$ cat src/rtl/dp_ram_clr_if.sv
// Bus bundle for dp_ram_clr: clear control, byte-enabled write port and
// registered read port.
interface dp_ram_clr_if #(
  parameter int DW = 16,
  parameter int AW = 8
);
  logic            clr_req;
  logic            busy;
  logic            clr_done;
  logic            we;
  logic [AW-1:0]   waddr;
  logic [DW-1:0]   wdata;
  logic [DW/8-1:0] wbe;
  logic            re;
  logic [AW-1:0]   raddr;
  logic [DW-1:0]   rdata;
  logic            rvalid;

  modport master (
    output clr_req, we, waddr, wdata, wbe, re, raddr,
    input  busy, clr_done, rdata, rvalid
  );

  modport slave (
    input  clr_req, we, waddr, wdata, wbe, re, raddr,
    output busy, clr_done, rdata, rvalid
  );
endinterface

$ cat src/rtl/dp_ram_clr.sv
// Simple dual-port RAM with byte enables and a sequential clear engine that
// owns the array for 2**AW cycles after reset or a clear request.
module dp_ram_clr #(
  parameter int            DW      = 16,
  parameter int            AW      = 8,
  parameter bit            RDW_NEW = 1'b0,
  parameter logic [DW-1:0] CLR_VAL = '0
) (
  input logic         clk,
  input logic         rst_n,
  dp_ram_clr_if.slave bus
);
  localparam int            NB        = DW / 8;
  localparam int            DEPTH     = 2 ** AW;
  localparam logic [AW-1:0] LAST_ADDR = {AW{1'b1}};

  typedef enum logic {
    ST_CLEAR,
    ST_READY
  } state_t;

  state_t          r_state;
  state_t          w_state_next;
  logic [AW-1:0]   r_clr_cnt;
  logic [AW-1:0]   w_clr_cnt_next;
  logic            w_busy;
  logic            w_clr_done;
  logic            w_wr_acc;
  logic            w_rd_acc;
  logic [DW-1:0]   w_rd_word;
  logic [DW-1:0]   r_rdata;
  logic            r_rvalid;

  always_ff @(posedge clk or negedge rst_n) begin
    if (!rst_n) begin
      r_state   <= ST_CLEAR;
      r_clr_cnt <= '0;
    end else begin
      r_state   <= w_state_next;
      r_clr_cnt <= w_clr_cnt_next;
    end
  end

  always_comb begin
    w_state_next   = r_state;
    w_clr_cnt_next = r_clr_cnt;
    w_busy         = 1'b0;
    w_clr_done     = 1'b0;
    w_wr_acc       = 1'b0;
    w_rd_acc       = 1'b0;
    case (r_state)
      ST_CLEAR: begin
        w_busy = 1'b1;
        if (r_clr_cnt == LAST_ADDR) begin
          // Last word written this cycle; park the counter instead of wrapping.
          w_clr_done     = 1'b1;
          w_state_next   = ST_READY;
          w_clr_cnt_next = '0;
        end else begin
          w_clr_cnt_next = r_clr_cnt + 1'b1;
        end
      end
      default: begin
        w_wr_acc = bus.we;
        w_rd_acc = bus.re;
        if (bus.clr_req) begin
          w_state_next   = ST_CLEAR;
          w_clr_cnt_next = '0;
        end
      end
    endcase
  end

  // One narrow array per byte lane so byte enables map onto plain writes.
  for (genvar gi = 0; gi < NB; gi++) begin : g_lane
    logic [7:0] r_mem [DEPTH];
    logic       w_hit;

    always_ff @(posedge clk) begin
      if (w_busy) begin
        r_mem[r_clr_cnt] <= CLR_VAL[8*gi +: 8];
      end else if (w_wr_acc && bus.wbe[gi]) begin
        r_mem[bus.waddr] <= bus.wdata[8*gi +: 8];
      end
    end

    assign w_hit = RDW_NEW && w_wr_acc && bus.wbe[gi] && (bus.waddr == bus.raddr);
    assign w_rd_word[8*gi +: 8] = w_hit ? bus.wdata[8*gi +: 8] : r_mem[bus.raddr];
  end

  always_ff @(posedge clk or negedge rst_n) begin
    if (!rst_n) begin
      r_rdata  <= '0;
      r_rvalid <= 1'b0;
    end else begin
      r_rvalid <= w_rd_acc;
      if (w_rd_acc) begin
        r_rdata <= w_rd_word;
      end
    end
  end

  assign bus.busy     = w_busy;
  assign bus.clr_done = w_clr_done;
  assign bus.rdata    = r_rdata;
  assign bus.rvalid   = r_rvalid;
endmodule

$ cat src/flat_wrapper.sv
// flat-port wrapper written by rule: the top's interface ports become plain ports
module dp_ram_clr_flat 
#(
  parameter int            DW      = 16,
  parameter int            AW      = 8,
  parameter bit            RDW_NEW = 1'b0,
  parameter logic [DW-1:0] CLR_VAL = '0
)
  (clk, rst_n, bus_clr_req, bus_we, bus_waddr, bus_wdata, bus_wbe, bus_re, bus_raddr, bus_busy, bus_clr_done, bus_rdata, bus_rvalid);
  dp_ram_clr_if #(.DW(DW), .AW(AW)) bus_i ();
  input logic clk;
  input logic rst_n;
  input wire logic [$bits(bus_i.clr_req)-1:0] bus_clr_req;
  input wire logic [$bits(bus_i.we)-1:0] bus_we;
  input wire logic [$bits(bus_i.waddr)-1:0] bus_waddr;
  input wire logic [$bits(bus_i.wdata)-1:0] bus_wdata;
  input wire logic [$bits(bus_i.wbe)-1:0] bus_wbe;
  input wire logic [$bits(bus_i.re)-1:0] bus_re;
  input wire logic [$bits(bus_i.raddr)-1:0] bus_raddr;
  output wire logic [$bits(bus_i.busy)-1:0] bus_busy;
  output wire logic [$bits(bus_i.clr_done)-1:0] bus_clr_done;
  output wire logic [$bits(bus_i.rdata)-1:0] bus_rdata;
  output wire logic [$bits(bus_i.rvalid)-1:0] bus_rvalid;
  assign bus_i.clr_req = bus_clr_req;
  assign bus_i.we = bus_we;
  assign bus_i.waddr = bus_waddr;
  assign bus_i.wdata = bus_wdata;
  assign bus_i.wbe = bus_wbe;
  assign bus_i.re = bus_re;
  assign bus_i.raddr = bus_raddr;
  assign bus_busy = bus_i.busy;
  assign bus_clr_done = bus_i.clr_done;
  assign bus_rdata = bus_i.rdata;
  assign bus_rvalid = bus_i.rvalid;
  dp_ram_clr #(.DW(DW), .AW(AW), .RDW_NEW(RDW_NEW), .CLR_VAL(CLR_VAL)) u_core (.clk(clk), .rst_n(rst_n), .bus(bus_i));
endmodule
$ cat config.mk
export PLATFORM = sky130hd
export DESIGN_NAME = dp_ram_clr_flat
export DESIGN_NICKNAME = d
export VERILOG_FILES = /design/src/rtl/dp_ram_clr_if.sv /design/src/rtl/dp_ram_clr.sv /design/src/flat_wrapper.sv
export SDC_FILE = /design/constraint.sdc
export NUM_CORES = 2
export LEC_CHECK = 0
export BUFFER_PORTS_ARGS = -buffer_cell sky130_fd_sc_hd__buf_4
export CORE_UTILIZATION = 30
export DETAILED_ROUTE_END_ITERATION = 10
export PLACE_DENSITY = 0.5
export SKIP_LAST_GASP = 1
export SYNTH_ARGS = -nofsm -noshare
export SYNTH_HDL_FRONTEND = slang
export SYNTH_SLANG_ARGS = --single-unit
export TNS_END_PERCENT = 30
$ cat constraint.sdc
create_clock -name clk -period 6.2 [get_ports clk]
set_input_delay 0.31 -clock clk [delete_from_list [all_inputs] [get_ports clk]]
set_output_delay 0.31 -clock clk [all_outputs]
set_load 0.1 [all_outputs]
### Yosys cells after proc, flatten, opt, wreduce, memory -nomap -nowiden

Memory sizes are Yosys's and may differ from the RTL's. A register that Yosys moved wholly into a read port is not among the register bits.
Index checks and enable logic that the tools add are counted.

| operators by class | value |
|---|---|
| add/subtract/negate cells | 1 |
| equality and inequality tests | 2 |
| mux-type cells | 22 |
| reductions and logical operators | 6 |

Operators with widths:

| operator | number |
|---|---|
| 8-bit 2-to-1 mux | 7 |
| 8-bit OR reduction | 2 |
| 1-bit 2-to-1 mux | 15 |
| 8-bit by 1-bit adder with 8-bit output, second input constant | 1 |
| 8-bit equality test, second input constant | 1 |
| 1-bit logical AND | 2 |
| 1-bit zero test | 2 |
| 2-bit != test, second input constant | 1 |

| storage, ports and cells | value |
|---|---|
| bits in registers | 10 |
| RAM bits | 4096 |
| bits of input ports | 39 |
| output and inout bits | 19 |
| word-level logic and storage cells | 36 |
| memories kept | 2 |

Memory list:

| memory | depth | width | rd ports | clocked after memory_dff | wr ports | line | text |
|---|---|---|---|---|---|---|---|
| u_core.g_lane[0].r_mem | 256 | 8 | 1 | 1 | 1 | dp_ram_clr.sv:76 | `logic [7:0] r_mem [DEPTH];` |
| u_core.g_lane[1].r_mem | 256 | 8 | 1 | 1 | 1 | dp_ram_clr.sv:76 |  |

### Depth between registers and ports, before layout

| depth | value |
|---|---|
| word-level depth | 7 |
| mapped depth | 13 |
| gate-level depth less buffers | 7 |

### Worst setup path after synthesis

No wires, ideal clock.

| path | value |
|---|---|
| path type | reg2reg |
| start point | reg u_core.r_state |
| end point | mem u_core.g_lane[0].r_mem[0][0], data pin |
| setup time | 0.869 ns |
| arrival time | 4.566 ns |
| required time | 5.331 ns |
| slack | 0.765 ns |
| stages on the path, launching flop included | 6 |
| buffers on the path | 3 |
| period minus slack after synthesis | 5.435 ns |
| path through | dfrtp_1 -> and3_1 -> clkbuf_1 -> clkbuf_1 -> clkbuf_1 -> and2_1 |

| between the ends | value |
|---|---|
| longest elaborated chain between the ends | 7 |

Ends and longest elaborated chain:

| item | line | text |
|---|---|---|
| start: declaration | dp_ram_clr.sv:22 | `state_t r_state;` |
| start signal: assignment | dp_ram_clr.sv:39 | `r_state <= w_state_next;` |
| 1-bit 2-to-1 mux | dp_ram_clr.sv:51 | `case (r_state)` |
| 1-bit logical AND | dp_ram_clr.sv:82 | `end else if (w_wr_acc && bus.wbe[gi]) begin` |
| 1-bit 2-to-1 mux | dp_ram_clr.sv:82 |  |
| 1-bit 2-to-1 mux (*) | dp_ram_clr.sv:80 | `if (w_busy) begin` |
| 1-bit 2-to-1 mux (not written as such) (*) | dp_ram_clr.sv:83 | `r_mem[bus.waddr] <= bus.wdata[8*gi +: 8];` |
| 8-bit OR reduction (no source line) (*) | -- |  |
| 8-bit 2-to-1 mux (no source line) (*) | -- |  |
| end: declaration | dp_ram_clr.sv:76 |  |

Every way passes the cells marked *; elsewhere a longest branch is shown, timed or not.

### Final worst setup path

| path | value |
|---|---|
| start point | reg u_core.r_state |
| end point | mem u_core.g_lane[0].r_mem[140][0], enable pin |

| between the ends | value |
|---|---|
| longest elaborated chain between the ends | 7 |
| elaborated cells on any way between the ends | 9 |

Ends and longest elaborated chain:

| item | line |
|---|---|
| 1-bit 2-to-1 mux | dp_ram_clr.sv:51 |
| 1-bit logical AND | dp_ram_clr.sv:82 |
| 1-bit 2-to-1 mux | dp_ram_clr.sv:82 |
| 1-bit 2-to-1 mux | dp_ram_clr.sv:80 |
| 1-bit 2-to-1 mux (not written as such) | dp_ram_clr.sv:83 |
| 8-bit OR reduction (no source line) | -- |
| 8-bit 2-to-1 mux (no source line) / 1-bit 2-to-1 mux (equally long branches) | -- |

Several ways; a longest one is shown, not always the timed one.

==> out/results.ini <==
[cts]
h-tree-depth = 5
clk_latency_ns = 1.03
cts-root-buf = clkbuf_16
cts_tree = yes
postCtsSetupBuffers = 0
clock_sinks = 4122
path_clk_slew_ns = 0.07
numCtsBuffers = 414
cts_buffer_depth = 4

[setup_path]
startpoint_type = register
critPathTopFamily = simple AND/OR/NAND/NOR gates
crit_slowest_cell = o21ai_1
worstRegToRegCells = 4
cp_cell_sequence = nand3_1 -> o21ai_1 -> nand2_1 -> nor2_1
worst_ep_arrival_time_ns = 5.49
endpoint_kind = register
cp.required_ns = 6.84
cpPeakStageDelay_ns = 1.38
worst-path-buf-inv = 0
path_class = reg -> reg
worst-path-stages = 4
path_max_fanout = 23

[synth]
synth_nets = 7913
synth_xor_area_frac = 0.000217
syn_inst = 7873
synthFlopType = edfxtp_1
synthSimpleGateAreaFrac = 0.0295
async_flop_share = 0.00631
synth-seq-cells = 4122
syn_area_per_cell_um2 = 20.5
yosysUniqueCellTypes = 81
synth_edf_count = 4096
yosysWarnings = 0
synth_area_mm2 = 0.162
synthMuxAreaShare = 0.147
synth_top_family_by_area = multiplexers
synth_compound_area_frac = 0.0361
synth_seq_area_share = 0.765
synth_fa_ha_area_frac = 0.0000774

[placed_design]
portBuffers = 57
hpwl_mm = 314
dpl_worst_slack_ns = 1.16
place_congestion = 0.882

[global_routing]
grt_pass1_vias = 82400
antenna_found_initial = 59
track_usage = 0.180
grt_pass1_wl_mm = 687
grt_max_degree = 209
grt-ovfl-total = 0

[routing]
vias_per_cell = 5.30
vias = 83100
wl_per_cell_um = 32.1
drtIter0Drc = 10900
wirelength_mm = 504
first_pass_iters = 8
drc = 0
antenna_left = 0

[sta]
period_share = 0.782
period_minus_slack_ns = 4.85
maxSlewViolCount = 0
rsz0062_at_grt = no
relSlewSlack = 0.00000808
setup_viol = 0
fin_skew_ns = 0.0542
fin_ws_ns = 1.35
hold_viol_final = 0
finalSetupTns_ns = 0
worst_slew_pin_slew_ns = 1.48
max_freq_mhz = 206

[floorplan]
die_w_um = 736
initial_core_util = 0.301
dieArea_mm2 = 0.542
fp.dieH_um = 736
pin_count = 58
core_mm2 = 0.537
rows = 269

[cells_and_area]
layout-drive-gt1-share = 0.197
seqCellArea_mm2 = 0.124
mostFrequentLayoutCells = edfxtp_1 (4,096), mux4_2 (678), nor2_1 (586)
fin_nets = 8160
synthToLayoutAreaGrowth_pct = 13.8
fill_cells = 50000
final_common_cell = edfxtp_1
utilization = 0.343
multiInputGateArea_mm2 = 0.0347

[outcome]
violations = max-capacitance violations
status = finished with violations

[pwr]
p_leak_nw = 62.5
pwr_density_cell_mw_per_mm2 = 332
peakVddDrop_mv = 0.212

[hold_path]
hold_path_depth = 2
min_path_type = in -> reg

[job]
cap_violations = 1

[per-stage QoR]
stage	cell area [um^2]	total power, mW	instances	hold WS (ns)
2_1_floorplan	162000	33.8	7873	0.0144
3_3_place_gp	170000	36.1	14900	0.363
3_5_place_dp	170000	36.1	14900	0.364
4_1_cts	184000	61.3	15700	0.00782
5_1_grt	184000	62.5	15700	0.0519
6_report	184000	61.1	15700	0.0499
[path summary, 6_finish.rpt]
| path | from | to | slack (ns) |
|---|---|---|---|
| worst max register to register | u_core.r_state | u_core.g_lane[0].r_mem[140][0] | 1.35 |
| max in group asynchronous | rst_n | u_core.bus.rdata[2] | 3.95 |
| min in group asynchronous | rst_n | u_core.bus.rdata[7] | 0.62 |
| worst min-delay path | bus_wdata[9] | u_core.g_lane[1].r_mem[191][1] | 0.05 |
| worst min register to register | u_core.r_clr_cnt[5] | u_core.r_clr_cnt[5] | 0.68 |
| worst max-delay path | u_core.r_state | u_core.g_lane[0].r_mem[140][0] | 1.35 |
[where the power goes]
part,internal (mW),switching [mW],leakage [nW]
clock,14.6,10.9,6.62
combinational,1.09,3.65,13.3
sequential,30.7,0.204,42.6
[Yosys cell counts, types with 6 or more instances]
cell       number  area (um^2)
a2111oi_0      26          228
a211o_1        13          114
a211oi_1       58          435
a21oi_1        94          470
a221oi_1       20          175
a22o_1         13          114
a22oi_1       142         1070
a31oi_1        26          163
and2_1         29          181
and3_1          8         50.1
buf_1          18         67.6
buf_12         18          360
buf_2         104          521
buf_4          27          203
buf_6          62          698
buf_8          58          871
clkbuf_1      175          657
clkbuf_4       15          113
dfrtp_1        26          651
edfxtp_1     4096       123000
mux2_2         10          113
mux2i_1       464         4640
mux4_1        142         3730
mux4_2        678        15300
nand2_1       264          991
nand2b_1       16          100
nand3_1        70          350
nand4_1        25          156
nor2_1        591         2220
nor2b_1        13         81.3
nor3_1         54          270
nor4_1         18          113
o211ai_1        9         67.6
o21a_1          9         67.6
o21ai_0       102          510
o221ai_1       84          736
o22ai_1       182         1140
o311ai_1        6         52.6
o31ai_1        13         97.6
or3_1           7         43.8
[routing by layer]
| metal | global-route usage | part of all wire | vias up |
|---|---|---|---|
| met2 | 0.283 | 0.46 | 3953 |
| li1 | - | - | 33400 |
| met4 | 0.0585 | 0.035 | 26 |
| met1 | 0.249 | 0.41 | 45000 |
| met5 | 0.000353 | 0.00033 | - |
| met3 | 0.0403 | 0.089 | 750 |
[final cells by class]
| type | count | area share |
|---|---|---|
| repair buffers | 316 | 0.0162 |
| flip-flops and latches | 4122 | 0.672 |
| clock inverters | 265 | 0.0152 |
| inverters | 4 | 0.000136 |
| well taps | 7181 | 0.0488 |
| diodes | 19 | 0.000258 |
| clock buffers | 505 | 0.0587 |
| multi-input cells | 3262 | 0.188 |
[state kept, by name, indices dropped and copies added, names as in the netlist]
register	count
u_core.bus.rvalid	1
u_core.bus.rdata	16
u_core.g_lane.r_mem	4096
u_core.r_clr_cnt	8
u_core.r_state	1
[what timing repair did]
item | 4_1_cts | 5_1_grt
endpoints found under the hold margin | 213 | 0
gates resized for setup | 0 | 0
hold buffers | 14 | 0
[worst register-to-register path: cells and delay by family, from the launching register on]
kind	cells	cell delay, ns
DFF	1	0.43
and+or+nand+nor	3	2.67
AOI/OAI and AO/OA	1	1.39
[cells by family (layout without fill, tap and decap cells)]
| logic type | after synthesis | count (layout) |
|---|---|---|
| buf+inv | 489 | 1090 |
| mux | 1295 | 1295 |
| simple gates | 1123 | 1123 |
| other cells | 0 | 19 |
| fa+ha+maj | 1 | 1 |
| xor+xnor | 4 | 4 |
| flops | 4122 | 4122 |
| compound gates | 839 | 839 |
No activity file was read; power rests on OpenSTA's default activity.
